===== config.mk =====
export PLATFORM = sky130hd
export DESIGN_NAME = l2_writeback_buffer_flat
export DESIGN_NICKNAME = d
export VERILOG_FILES = /design/src/rtl/l2_writeback_buffer_if.sv /design/src/rtl/l2_writeback_buffer.sv /design/src/flat_wrapper.sv
export SDC_FILE = /design/constraint.sdc
export NUM_CORES = 2
export LEC_CHECK = 0
export ABC_AREA = 1
export CAP_MARGIN = 30
export CORE_ASPECT_RATIO = 0.7
export CORE_UTILIZATION = 49
export DETAILED_ROUTE_END_ITERATION = 8
export MAX_ROUTING_LAYER = met4
export PLACE_DENSITY_LB_ADDON = 0.05
export SYNTH_ARGS = -nofsm -noshare
export SYNTH_HDL_FRONTEND = slang
export SYNTH_SLANG_ARGS = --single-unit

===== constraint.sdc =====
create_clock -name clk -period 10.1 [get_ports clk]
set_clock_uncertainty 0.05 [all_clocks]
set_input_delay 1.515 -clock clk [delete_from_list [all_inputs] [get_ports clk]]
set_output_delay 1.515 -clock clk [all_outputs]
set_load 0.02 [all_outputs]

===== src/rtl/l2_writeback_buffer_if.sv =====
// AXI-style bus bundle shared by the upstream (L2-facing) and downstream
// (interconnect-facing) sides of the write-back buffer.
interface l2_writeback_buffer_if #(
  parameter int ADDR_WIDTH = 32,
  parameter int DATA_WIDTH = 64,
  parameter int ID_WIDTH   = 3
);
  logic                    aw_valid;
  logic                    aw_ready;
  logic [ADDR_WIDTH-1:0]   aw_addr;
  logic [ID_WIDTH-1:0]     aw_id;
  logic [7:0]              aw_len;

  logic                    w_valid;
  logic                    w_ready;
  logic [DATA_WIDTH-1:0]   w_data;
  logic [DATA_WIDTH/8-1:0] w_strb;
  logic                    w_last;

  logic                    b_valid;
  logic                    b_ready;
  logic [ID_WIDTH-1:0]     b_id;
  logic [1:0]              b_resp;

  logic                    ar_valid;
  logic                    ar_ready;
  logic [ADDR_WIDTH-1:0]   ar_addr;
  logic [ID_WIDTH-1:0]     ar_id;
  logic [7:0]              ar_len;

  logic                    r_valid;
  logic                    r_ready;
  logic [DATA_WIDTH-1:0]   r_data;
  logic [ID_WIDTH-1:0]     r_id;
  logic [1:0]              r_resp;
  logic                    r_last;

  modport master (
    output aw_valid, aw_addr, aw_id, aw_len, input aw_ready,
    output w_valid, w_data, w_strb, w_last, input w_ready,
    input b_valid, b_id, b_resp, output b_ready,
    output ar_valid, ar_addr, ar_id, ar_len, input ar_ready,
    input r_valid, r_data, r_id, r_resp, r_last, output r_ready
  );

  modport slave (
    input aw_valid, aw_addr, aw_id, aw_len, output aw_ready,
    input w_valid, w_data, w_strb, w_last, output w_ready,
    output b_valid, b_id, b_resp, input b_ready,
    input ar_valid, ar_addr, ar_id, ar_len, output ar_ready,
    output r_valid, r_data, r_id, r_resp, r_last, input r_ready
  );
endinterface


===== src/rtl/l2_writeback_buffer.sv =====
// L2 eviction write-back buffer: accepts full-line write bursts, acknowledges
// them as soon as the line is captured, and drains lines to memory in FIFO
// order. Reads to a line still in the buffer are held until it is written.
//
//   state  | meaning
//   F_IDLE | waiting for an eviction AW (accepted when not full)
//   F_DATA | capturing the line's W beats into the tail entry
//   F_RESP | returning the early B response to L2
//   D_IDLE | waiting for the head entry to be committed
//   D_AW   | issuing the head line's address downstream
//   D_W    | streaming the head line's beats downstream
//   D_B    | waiting for the downstream response, then freeing the head
module l2_writeback_buffer #(
  parameter int                   ADDR_WIDTH = 32,
  parameter int                   DATA_WIDTH = 64,
  parameter int                   ID_WIDTH   = 3,
  parameter int                   DEPTH      = 4,
  parameter int                   BEATS      = 8,
  parameter logic [ID_WIDTH-1:0]  WB_ID      = '0
) (
  input  logic                       clk,
  input  logic                       rst_n,
  l2_writeback_buffer_if.slave       s,
  l2_writeback_buffer_if.master      m,
  output logic                       wb_err,
  output logic [$clog2(DEPTH):0]     occupancy
);
  localparam int OFF_W  = $clog2(BEATS * DATA_WIDTH / 8);
  localparam int TAG_W  = ADDR_WIDTH - OFF_W;
  localparam int PTR_W  = $clog2(DEPTH);
  localparam int CNT_W  = $clog2(BEATS);
  localparam int OCC_W  = PTR_W + 1;
  localparam int STRB_W = DATA_WIDTH / 8;

  typedef enum logic [1:0] {F_IDLE, F_DATA, F_RESP} fill_state_t;
  typedef enum logic [1:0] {D_IDLE, D_AW, D_W, D_B} drain_state_t;

  fill_state_t  fill_state, fill_next;
  drain_state_t drain_state, drain_next;

  logic [DEPTH-1:0]    ent_valid;
  logic [DEPTH-1:0]    ent_commit;
  logic [TAG_W-1:0]    ent_tag  [DEPTH];
  logic [DATA_WIDTH-1:0] ent_data [DEPTH*BEATS];
  logic [STRB_W-1:0]   ent_strb [DEPTH*BEATS];

  logic [PTR_W-1:0]    head, tail;
  logic [CNT_W-1:0]    fill_cnt, drain_cnt;
  logic [ID_WIDTH-1:0] fill_id;

  logic aw_fire, w_fire, maw_fire, mw_fire, mb_fire;
  logic fill_last, drain_last, full, hit;
  logic unused;

  assign aw_fire    = s.aw_valid && s.aw_ready;
  assign w_fire     = s.w_valid && s.w_ready;
  assign maw_fire   = m.aw_valid && m.aw_ready;
  assign mw_fire    = m.w_valid && m.w_ready;
  assign mb_fire    = m.b_valid && m.b_ready;
  assign fill_last  = fill_cnt == CNT_W'(BEATS - 1);
  assign drain_last = drain_cnt == CNT_W'(BEATS - 1);
  assign full       = occupancy == OCC_W'(DEPTH);

  // Upstream fill sequencing and its handshake outputs.
  always_comb begin
    fill_next  = fill_state;
    s.aw_ready = 1'b0;
    s.w_ready  = 1'b0;
    s.b_valid  = 1'b0;
    case (fill_state)
      F_IDLE: begin
        s.aw_ready = !full;
        if (s.aw_valid && !full) fill_next = F_DATA;
      end
      F_DATA: begin
        s.w_ready = 1'b1;
        if (s.w_valid && fill_last) fill_next = F_RESP;
      end
      F_RESP: begin
        s.b_valid = 1'b1;
        if (s.b_ready) fill_next = F_IDLE;
      end
      default: fill_next = F_IDLE;
    endcase
  end

  assign s.b_id   = fill_id;
  assign s.b_resp = 2'b00;

  // Downstream drain sequencing and its handshake outputs.
  always_comb begin
    drain_next = drain_state;
    m.aw_valid = 1'b0;
    m.w_valid  = 1'b0;
    m.b_ready  = 1'b0;
    case (drain_state)
      D_IDLE: if (ent_commit[head]) drain_next = D_AW;
      D_AW: begin
        m.aw_valid = 1'b1;
        if (m.aw_ready) drain_next = D_W;
      end
      D_W: begin
        m.w_valid = 1'b1;
        if (m.w_ready && drain_last) drain_next = D_B;
      end
      D_B: begin
        m.b_ready = 1'b1;
        if (m.b_valid) drain_next = D_IDLE;
      end
      default: drain_next = D_IDLE;
    endcase
  end

  // Head and beat counter only move on handshakes, so payload holds while stalled.
  assign m.aw_addr = {ent_tag[head], OFF_W'(0)};
  assign m.aw_id   = WB_ID;
  assign m.aw_len  = 8'(BEATS - 1);
  assign m.w_data  = ent_data[{head, drain_cnt}];
  assign m.w_strb  = ent_strb[{head, drain_cnt}];
  assign m.w_last  = drain_last;

  // A read hits if its line is allocated anywhere, including the line being filled.
  always_comb begin
    hit = 1'b0;
    for (int i = 0; i < DEPTH; i++) begin
      if (ent_valid[i] && ent_tag[i] == s.ar_addr[ADDR_WIDTH-1:OFF_W]) hit = 1'b1;
    end
  end

  assign m.ar_valid = s.ar_valid && !hit;
  assign s.ar_ready = m.ar_ready && !hit;
  assign m.ar_addr  = s.ar_addr;
  assign m.ar_id    = s.ar_id;
  assign m.ar_len   = s.ar_len;
  assign s.r_valid  = m.r_valid;
  assign s.r_data   = m.r_data;
  assign s.r_id     = m.r_id;
  assign s.r_resp   = m.r_resp;
  assign s.r_last   = m.r_last;
  assign m.r_ready  = s.r_ready;

  assign unused = ^{s.aw_len, s.w_last, s.aw_addr[OFF_W-1:0], m.b_id};

  // Control state: FSMs, pointers, entry flags, occupancy and sticky error.
  always_ff @(posedge clk or negedge rst_n) begin
    if (!rst_n) begin
      fill_state  <= F_IDLE;
      drain_state <= D_IDLE;
      ent_valid   <= '0;
      ent_commit  <= '0;
      head        <= '0;
      tail        <= '0;
      fill_cnt    <= '0;
      drain_cnt   <= '0;
      fill_id     <= '0;
      occupancy   <= '0;
      wb_err      <= 1'b0;
    end else begin
      fill_state  <= fill_next;
      drain_state <= drain_next;
      if (aw_fire) begin
        ent_valid[tail] <= 1'b1;
        fill_id         <= s.aw_id;
      end
      if (w_fire) begin
        fill_cnt <= fill_cnt + CNT_W'(1);
        if (fill_last) begin
          ent_commit[tail] <= 1'b1;
          tail             <= tail + PTR_W'(1);
        end
      end
      if (mw_fire) drain_cnt <= drain_cnt + CNT_W'(1);
      if (mb_fire) begin
        ent_valid[head]  <= 1'b0;
        ent_commit[head] <= 1'b0;
        head             <= head + PTR_W'(1);
        wb_err           <= wb_err | (m.b_resp != 2'b00);
      end
      if (aw_fire && !mb_fire)      occupancy <= occupancy + OCC_W'(1);
      else if (!aw_fire && mb_fire) occupancy <= occupancy - OCC_W'(1);
    end
  end

  // Line storage needs no reset; entries are only read once marked valid.
  always_ff @(posedge clk) begin
    if (aw_fire) ent_tag[tail] <= s.aw_addr[ADDR_WIDTH-1:OFF_W];
    if (w_fire) begin
      ent_data[{tail, fill_cnt}] <= s.w_data;
      ent_strb[{tail, fill_cnt}] <= s.w_strb;
    end
  end

  // maw_fire is implied by the D_AW transition; kept for readability of intent.
  logic unused_maw;
  assign unused_maw = maw_fire;
endmodule


===== src/flat_wrapper.sv =====
// flat-port wrapper written by rule: the top's interface ports become plain ports
module l2_writeback_buffer_flat 
#(
  parameter int                   ADDR_WIDTH = 32,
  parameter int                   DATA_WIDTH = 64,
  parameter int                   ID_WIDTH   = 3,
  parameter int                   DEPTH      = 4,
  parameter int                   BEATS      = 8,
  parameter logic [ID_WIDTH-1:0]  WB_ID      = '0
)
  (clk, rst_n, wb_err, occupancy, s_aw_valid, s_aw_addr, s_aw_id, s_aw_len, s_aw_ready, s_w_valid, s_w_data, s_w_strb, s_w_last, s_w_ready, s_b_valid, s_b_id, s_b_resp, s_b_ready, s_ar_valid, s_ar_addr, s_ar_id, s_ar_len, s_ar_ready, s_r_valid, s_r_data, s_r_id, s_r_resp, s_r_last, s_r_ready, m_aw_valid, m_aw_addr, m_aw_id, m_aw_len, m_aw_ready, m_w_valid, m_w_data, m_w_strb, m_w_last, m_w_ready, m_b_valid, m_b_id, m_b_resp, m_b_ready, m_ar_valid, m_ar_addr, m_ar_id, m_ar_len, m_ar_ready, m_r_valid, m_r_data, m_r_id, m_r_resp, m_r_last, m_r_ready);
  l2_writeback_buffer_if #(.ADDR_WIDTH(ADDR_WIDTH), .DATA_WIDTH(DATA_WIDTH), .ID_WIDTH(ID_WIDTH)) s_i ();
  l2_writeback_buffer_if #(.ADDR_WIDTH(ADDR_WIDTH), .DATA_WIDTH(DATA_WIDTH), .ID_WIDTH(ID_WIDTH)) m_i ();
  input  logic clk;
  input  logic rst_n;
  output logic wb_err;
  output logic [$clog2(DEPTH):0] occupancy;
  input wire logic [$bits(s_i.aw_valid)-1:0] s_aw_valid;
  input wire logic [$bits(s_i.aw_addr)-1:0] s_aw_addr;
  input wire logic [$bits(s_i.aw_id)-1:0] s_aw_id;
  input wire logic [$bits(s_i.aw_len)-1:0] s_aw_len;
  output wire logic [$bits(s_i.aw_ready)-1:0] s_aw_ready;
  input wire logic [$bits(s_i.w_valid)-1:0] s_w_valid;
  input wire logic [$bits(s_i.w_data)-1:0] s_w_data;
  input wire logic [$bits(s_i.w_strb)-1:0] s_w_strb;
  input wire logic [$bits(s_i.w_last)-1:0] s_w_last;
  output wire logic [$bits(s_i.w_ready)-1:0] s_w_ready;
  output wire logic [$bits(s_i.b_valid)-1:0] s_b_valid;
  output wire logic [$bits(s_i.b_id)-1:0] s_b_id;
  output wire logic [$bits(s_i.b_resp)-1:0] s_b_resp;
  input wire logic [$bits(s_i.b_ready)-1:0] s_b_ready;
  input wire logic [$bits(s_i.ar_valid)-1:0] s_ar_valid;
  input wire logic [$bits(s_i.ar_addr)-1:0] s_ar_addr;
  input wire logic [$bits(s_i.ar_id)-1:0] s_ar_id;
  input wire logic [$bits(s_i.ar_len)-1:0] s_ar_len;
  output wire logic [$bits(s_i.ar_ready)-1:0] s_ar_ready;
  output wire logic [$bits(s_i.r_valid)-1:0] s_r_valid;
  output wire logic [$bits(s_i.r_data)-1:0] s_r_data;
  output wire logic [$bits(s_i.r_id)-1:0] s_r_id;
  output wire logic [$bits(s_i.r_resp)-1:0] s_r_resp;
  output wire logic [$bits(s_i.r_last)-1:0] s_r_last;
  input wire logic [$bits(s_i.r_ready)-1:0] s_r_ready;
  output wire logic [$bits(m_i.aw_valid)-1:0] m_aw_valid;
  output wire logic [$bits(m_i.aw_addr)-1:0] m_aw_addr;
  output wire logic [$bits(m_i.aw_id)-1:0] m_aw_id;
  output wire logic [$bits(m_i.aw_len)-1:0] m_aw_len;
  input wire logic [$bits(m_i.aw_ready)-1:0] m_aw_ready;
  output wire logic [$bits(m_i.w_valid)-1:0] m_w_valid;
  output wire logic [$bits(m_i.w_data)-1:0] m_w_data;
  output wire logic [$bits(m_i.w_strb)-1:0] m_w_strb;
  output wire logic [$bits(m_i.w_last)-1:0] m_w_last;
  input wire logic [$bits(m_i.w_ready)-1:0] m_w_ready;
  input wire logic [$bits(m_i.b_valid)-1:0] m_b_valid;
  input wire logic [$bits(m_i.b_id)-1:0] m_b_id;
  input wire logic [$bits(m_i.b_resp)-1:0] m_b_resp;
  output wire logic [$bits(m_i.b_ready)-1:0] m_b_ready;
  output wire logic [$bits(m_i.ar_valid)-1:0] m_ar_valid;
  output wire logic [$bits(m_i.ar_addr)-1:0] m_ar_addr;
  output wire logic [$bits(m_i.ar_id)-1:0] m_ar_id;
  output wire logic [$bits(m_i.ar_len)-1:0] m_ar_len;
  input wire logic [$bits(m_i.ar_ready)-1:0] m_ar_ready;
  input wire logic [$bits(m_i.r_valid)-1:0] m_r_valid;
  input wire logic [$bits(m_i.r_data)-1:0] m_r_data;
  input wire logic [$bits(m_i.r_id)-1:0] m_r_id;
  input wire logic [$bits(m_i.r_resp)-1:0] m_r_resp;
  input wire logic [$bits(m_i.r_last)-1:0] m_r_last;
  output wire logic [$bits(m_i.r_ready)-1:0] m_r_ready;
  assign s_i.aw_valid = s_aw_valid;
  assign s_i.aw_addr = s_aw_addr;
  assign s_i.aw_id = s_aw_id;
  assign s_i.aw_len = s_aw_len;
  assign s_aw_ready = s_i.aw_ready;
  assign s_i.w_valid = s_w_valid;
  assign s_i.w_data = s_w_data;
  assign s_i.w_strb = s_w_strb;
  assign s_i.w_last = s_w_last;
  assign s_w_ready = s_i.w_ready;
  assign s_b_valid = s_i.b_valid;
  assign s_b_id = s_i.b_id;
  assign s_b_resp = s_i.b_resp;
  assign s_i.b_ready = s_b_ready;
  assign s_i.ar_valid = s_ar_valid;
  assign s_i.ar_addr = s_ar_addr;
  assign s_i.ar_id = s_ar_id;
  assign s_i.ar_len = s_ar_len;
  assign s_ar_ready = s_i.ar_ready;
  assign s_r_valid = s_i.r_valid;
  assign s_r_data = s_i.r_data;
  assign s_r_id = s_i.r_id;
  assign s_r_resp = s_i.r_resp;
  assign s_r_last = s_i.r_last;
  assign s_i.r_ready = s_r_ready;
  assign m_aw_valid = m_i.aw_valid;
  assign m_aw_addr = m_i.aw_addr;
  assign m_aw_id = m_i.aw_id;
  assign m_aw_len = m_i.aw_len;
  assign m_i.aw_ready = m_aw_ready;
  assign m_w_valid = m_i.w_valid;
  assign m_w_data = m_i.w_data;
  assign m_w_strb = m_i.w_strb;
  assign m_w_last = m_i.w_last;
  assign m_i.w_ready = m_w_ready;
  assign m_i.b_valid = m_b_valid;
  assign m_i.b_id = m_b_id;
  assign m_i.b_resp = m_b_resp;
  assign m_b_ready = m_i.b_ready;
  assign m_ar_valid = m_i.ar_valid;
  assign m_ar_addr = m_i.ar_addr;
  assign m_ar_id = m_i.ar_id;
  assign m_ar_len = m_i.ar_len;
  assign m_i.ar_ready = m_ar_ready;
  assign m_i.r_valid = m_r_valid;
  assign m_i.r_data = m_r_data;
  assign m_i.r_id = m_r_id;
  assign m_i.r_resp = m_r_resp;
  assign m_i.r_last = m_r_last;
  assign m_r_ready = m_i.r_ready;
  l2_writeback_buffer #(.ADDR_WIDTH(ADDR_WIDTH), .DATA_WIDTH(DATA_WIDTH), .ID_WIDTH(ID_WIDTH), .DEPTH(DEPTH), .BEATS(BEATS), .WB_ID(WB_ID)) u_core (.clk(clk), .rst_n(rst_n), .s(s_i), .m(m_i), .wb_err(wb_err), .occupancy(occupancy));
endmodule

==> reports/results.tsv <==
stage	metric	value	unit
status	status	complete, no violations	
cells_and_area	fin nets	8126	
cells_and_area	fin cells	10700	
power_and_ir_drop	P per Cell Area	281	mW/mm^2
critical_path	CP startpoint	u_core.drain_cnt[0]	
timing	Slew HR	12.4	%
detailed_routing	Vias	63400	
detailed_routing	DRC violations left	0	
cells_and_area	Area Growth Syn to Fin	12.5	%
clock_tree	post-CTS setup repair buffer count	0	
floorplanning	Ports	494	
synthesis	flops & latches, synth	2437	
power_and_ir_drop	LEAKAGE	36.5	nW
cells_and_area	Design Area, Final	0.111	sq mm
synthesis	top cell type's share of synthesized area	73.5	%
critical_path	Req. time, crit path	8540	ps
synthesis	synthesized area per cell	12.6	sq um
cells_and_area	commonest non-fill, non-tap cell in the layout	edfxtp_1	
critical_path	Worst Path Max Fanout	238	
timing	Final Hold Slack	444	ps
power_and_ir_drop	Pint	19.5	mW
global_route	grt ovf	0	
critical_path	capturing point of the worst reg2reg path	u_core.ent_data[1][39]	
place	GP Congestion	0.911	
timing	fin. max-slew vios	0	
min_path	HP Class	register to register	
timing	final hold vios	0	
synthesis	Yosys cell types	35	
floorplanning	Die X	537	um
critical_path	worst r2r src	u_core.fill_state[0]	
detailed_routing	drt first pass iters	5	
clock_tree	CTS tree	built	
synthesis	Synth area leaders	edfxtp_1 (74%), o21ai_0 (6.1%), nor2_1 (5.1%)	
detailed_routing	Initial DRC Count	7892	
global_route	initial antenna violation count	28	
critical_path	crit path to	m_w_data[13]	
cells_and_area	number of fill cells	16500	
detailed_routing	Post-DRT Antenna Nets	0	
detailed_routing	vias per cell	5.93	
floorplanning	CORE AREA	0.199	sq mm
clock_tree	clock latency on the worst-skew pair	850	ps
timing	setup_tns	0	ps
power_and_ir_drop	Peak supply drop	0.000261	V
clock_tree	CTS max path bufs	4	
synthesis	cell count after synthesis	7817	
global_route	first-pass GRT wire length	417000	um
timing	RSZ-0062 raised after global routing	no	
critical_path	CP Launch Type	register	
cells_and_area	Core Util, Final	55.5	%
synthesis	Yosys warning count	0	
power_and_ir_drop	clock share of power	26.8	%
detailed_routing	total routed wirelength	293000	um
place	Cells after DPL	10200	
global_route	GRT Overall Usage	29.2	%
clock_tree	CTS Buf Count	233	
critical_path	worst reg-to-reg path cell count	8	
clock_tree	clock-pin slew on the worst setup and hold paths	70	ps
power_and_ir_drop	combinational power share	35.0	%
cells_and_area	share of layout cells above drive strength 1	6.25	%
cells_and_area	most frequent cells in the layout	edfxtp_1 (2408), nor2_1 (1289), o21ai_0 (1206)	
synthesis	Mapped Area	0.0983	sq mm
clock_tree	CTS Root Cell	clkbuf_16	
place	Place WS	4090	ps
clock_tree	H-tree depth	4	
detailed_routing	WL per Instance	27.4	um
min_path	Cells on Worst Hold Path	1	
critical_path	Critical Path Sink Type	output pin	
clock_tree	# resized after CTS	0	
global_route	vias in the first global route	57700	
synthesis	cell taking the most area after synthesis	edfxtp_1	
floorplanning	die area	0.202	sq mm
timing	ratio of final minimum period to clock period	69.2	%
critical_path	reg2reg setup slack	5660	ps
clock_tree	CTS sink cnt	2437	
floorplanning	initial core utilization	49.3	%
power_and_ir_drop	Switching Share	37.2	%
floorplanning	Rows	137	
synthesis	share of the yosys chip area belonging to registers	74.3	%
critical_path	WP data arrival	5420	ps
clock_tree	Post-CTS Hold Buffers	0	
critical_path	Crit Path Class	register to output pin	
place	detailed placement HPWL	143000	um
power_and_ir_drop	switching power	11.6	mW
timing	setup ws final	3110	ps
power_and_ir_drop	Reg power frac	38.3	%
floorplanning	Die H	377	um
global_route	pin count of the biggest net entering global routing	243	
job	total of max-cap violations	0	
timing	f_max	143	MHz
timing	min cycle time layout	6990	ps
place	I/O Buffers	278	
place	Placed Area	0.103	sq mm
power_and_ir_drop	total power	31.1	mW
timing	worst-margin pin slew	1310	ps
timing	Finish-stage setup viols	0	
power by group through the flow:
stage	Combinational (mW)	Clock, mW	Sequential, mW
6_report	10.9	8.32	11.9
5_1_grt	11.8	8.80	11.9
4_1_cts	10.8	8.45	11.9
3_5_place_dp	10.8	0	12.1
3_3_place_gp	10.7	0	12.1
2_1_floorplan	6.93	0	12.0
registers in the layout, indices dropped and copies added, names as in the netlist:
register            cells
u_core.ent_valid        4
u_core.fill_cnt         3
u_core.tail             2
u_core.ent_commit       4
u_core.ent_tag        104
u_core.head             2
u_core.wb_err           1
u_core.fill_state       2
u_core.occupancy        3
u_core.drain_cnt        3
u_core.ent_strb       256
u_core.s.b_id           3
u_core.drain_state      2
u_core.ent_data      2048
worst min-delay path by stage:
stage,from,endpoint,slack (ps)
after floorplan,u_core.fill_state[0],u_core.fill_state[1],420
after global placement,u_core.wb_err,u_core.wb_err,410
after detailed placement,u_core.wb_err,u_core.wb_err,420
after CTS,u_core.wb_err,u_core.wb_err,440
after global routing,u_core.s.b_id[2],u_core.s.b_id[2],460
final,u_core.wb_err,u_core.wb_err,440
critical path, cell delays in order, from the launching register on:
cell and delay [ps]:
dfrtp_4 670, buf_12 650, buf_4 860, o21ai_0 220, o22ai_1 190, nand2_1 70, nand2_1 100, nand2_1 50
nand2_1 110, nand2_1 50, nand2_1 420, clkdlybuf4s50_1 700
metal layers:
| metal | GRT usage, % | vias up | share of wire (%) |
|---|---|---|---|
| met4 | 6.38 | 0 | 2.0 |
| met3 | 4.16 | 397 | 7.8 |
| met2 | 42.4 | 2585 | 45 |
| met1 | 43.9 | 32000 | 46 |
| met5 | - | - | 0 |
| li1 | - | 28400 | - |
cell type report:
class	count	area, sq um	share of cell area (%)
multi-input combinational	4634	21700	19.7
timing repair buffer	440	4970	4.49
clock buffer	300	6150	5.56
clock inverter	110	868	0.785
sequential	2437	73100	66.0
tap	2641	3300	2.99
inverter	112	464	0.420
antenna	23	57.6	0.0520
cell families (layout without fill, tap and decap cells):
family          after synthesis  in the layout  synth area share, %
simple gates               2699           2699                 10.8
other cells                   2             42              0.00764
flops                      2437           2437                 74.3
fa+ha+maj                    22             22                0.288
xor+xnor                     37             37                0.330
compound gates             1856           1856                 10.4
buf+inv                     763            962                 3.92
mux                           1              1               0.0115
synth_stat cells (all sizes together):
cell type  number
xor2            9
a22oi           2
a2bb2oi         2
ha             21
fa              1
o21bai          1
o211ai         44
o21ai        1206
xnor2          28
mux2            1
inv           111
conb            2
nand4           2
clkinv          1
buf           364
clkbuf        287
dfrtp          29
o21a            1
o22ai         490
nand2        1003
nor2         1325
nand3         367
and2            1
a21boi          1
edfxtp       2408
a21oi          63
nor3            1
o221ai         44
o31ai           2
No activity file was read; power rests on OpenSTA's default activity.
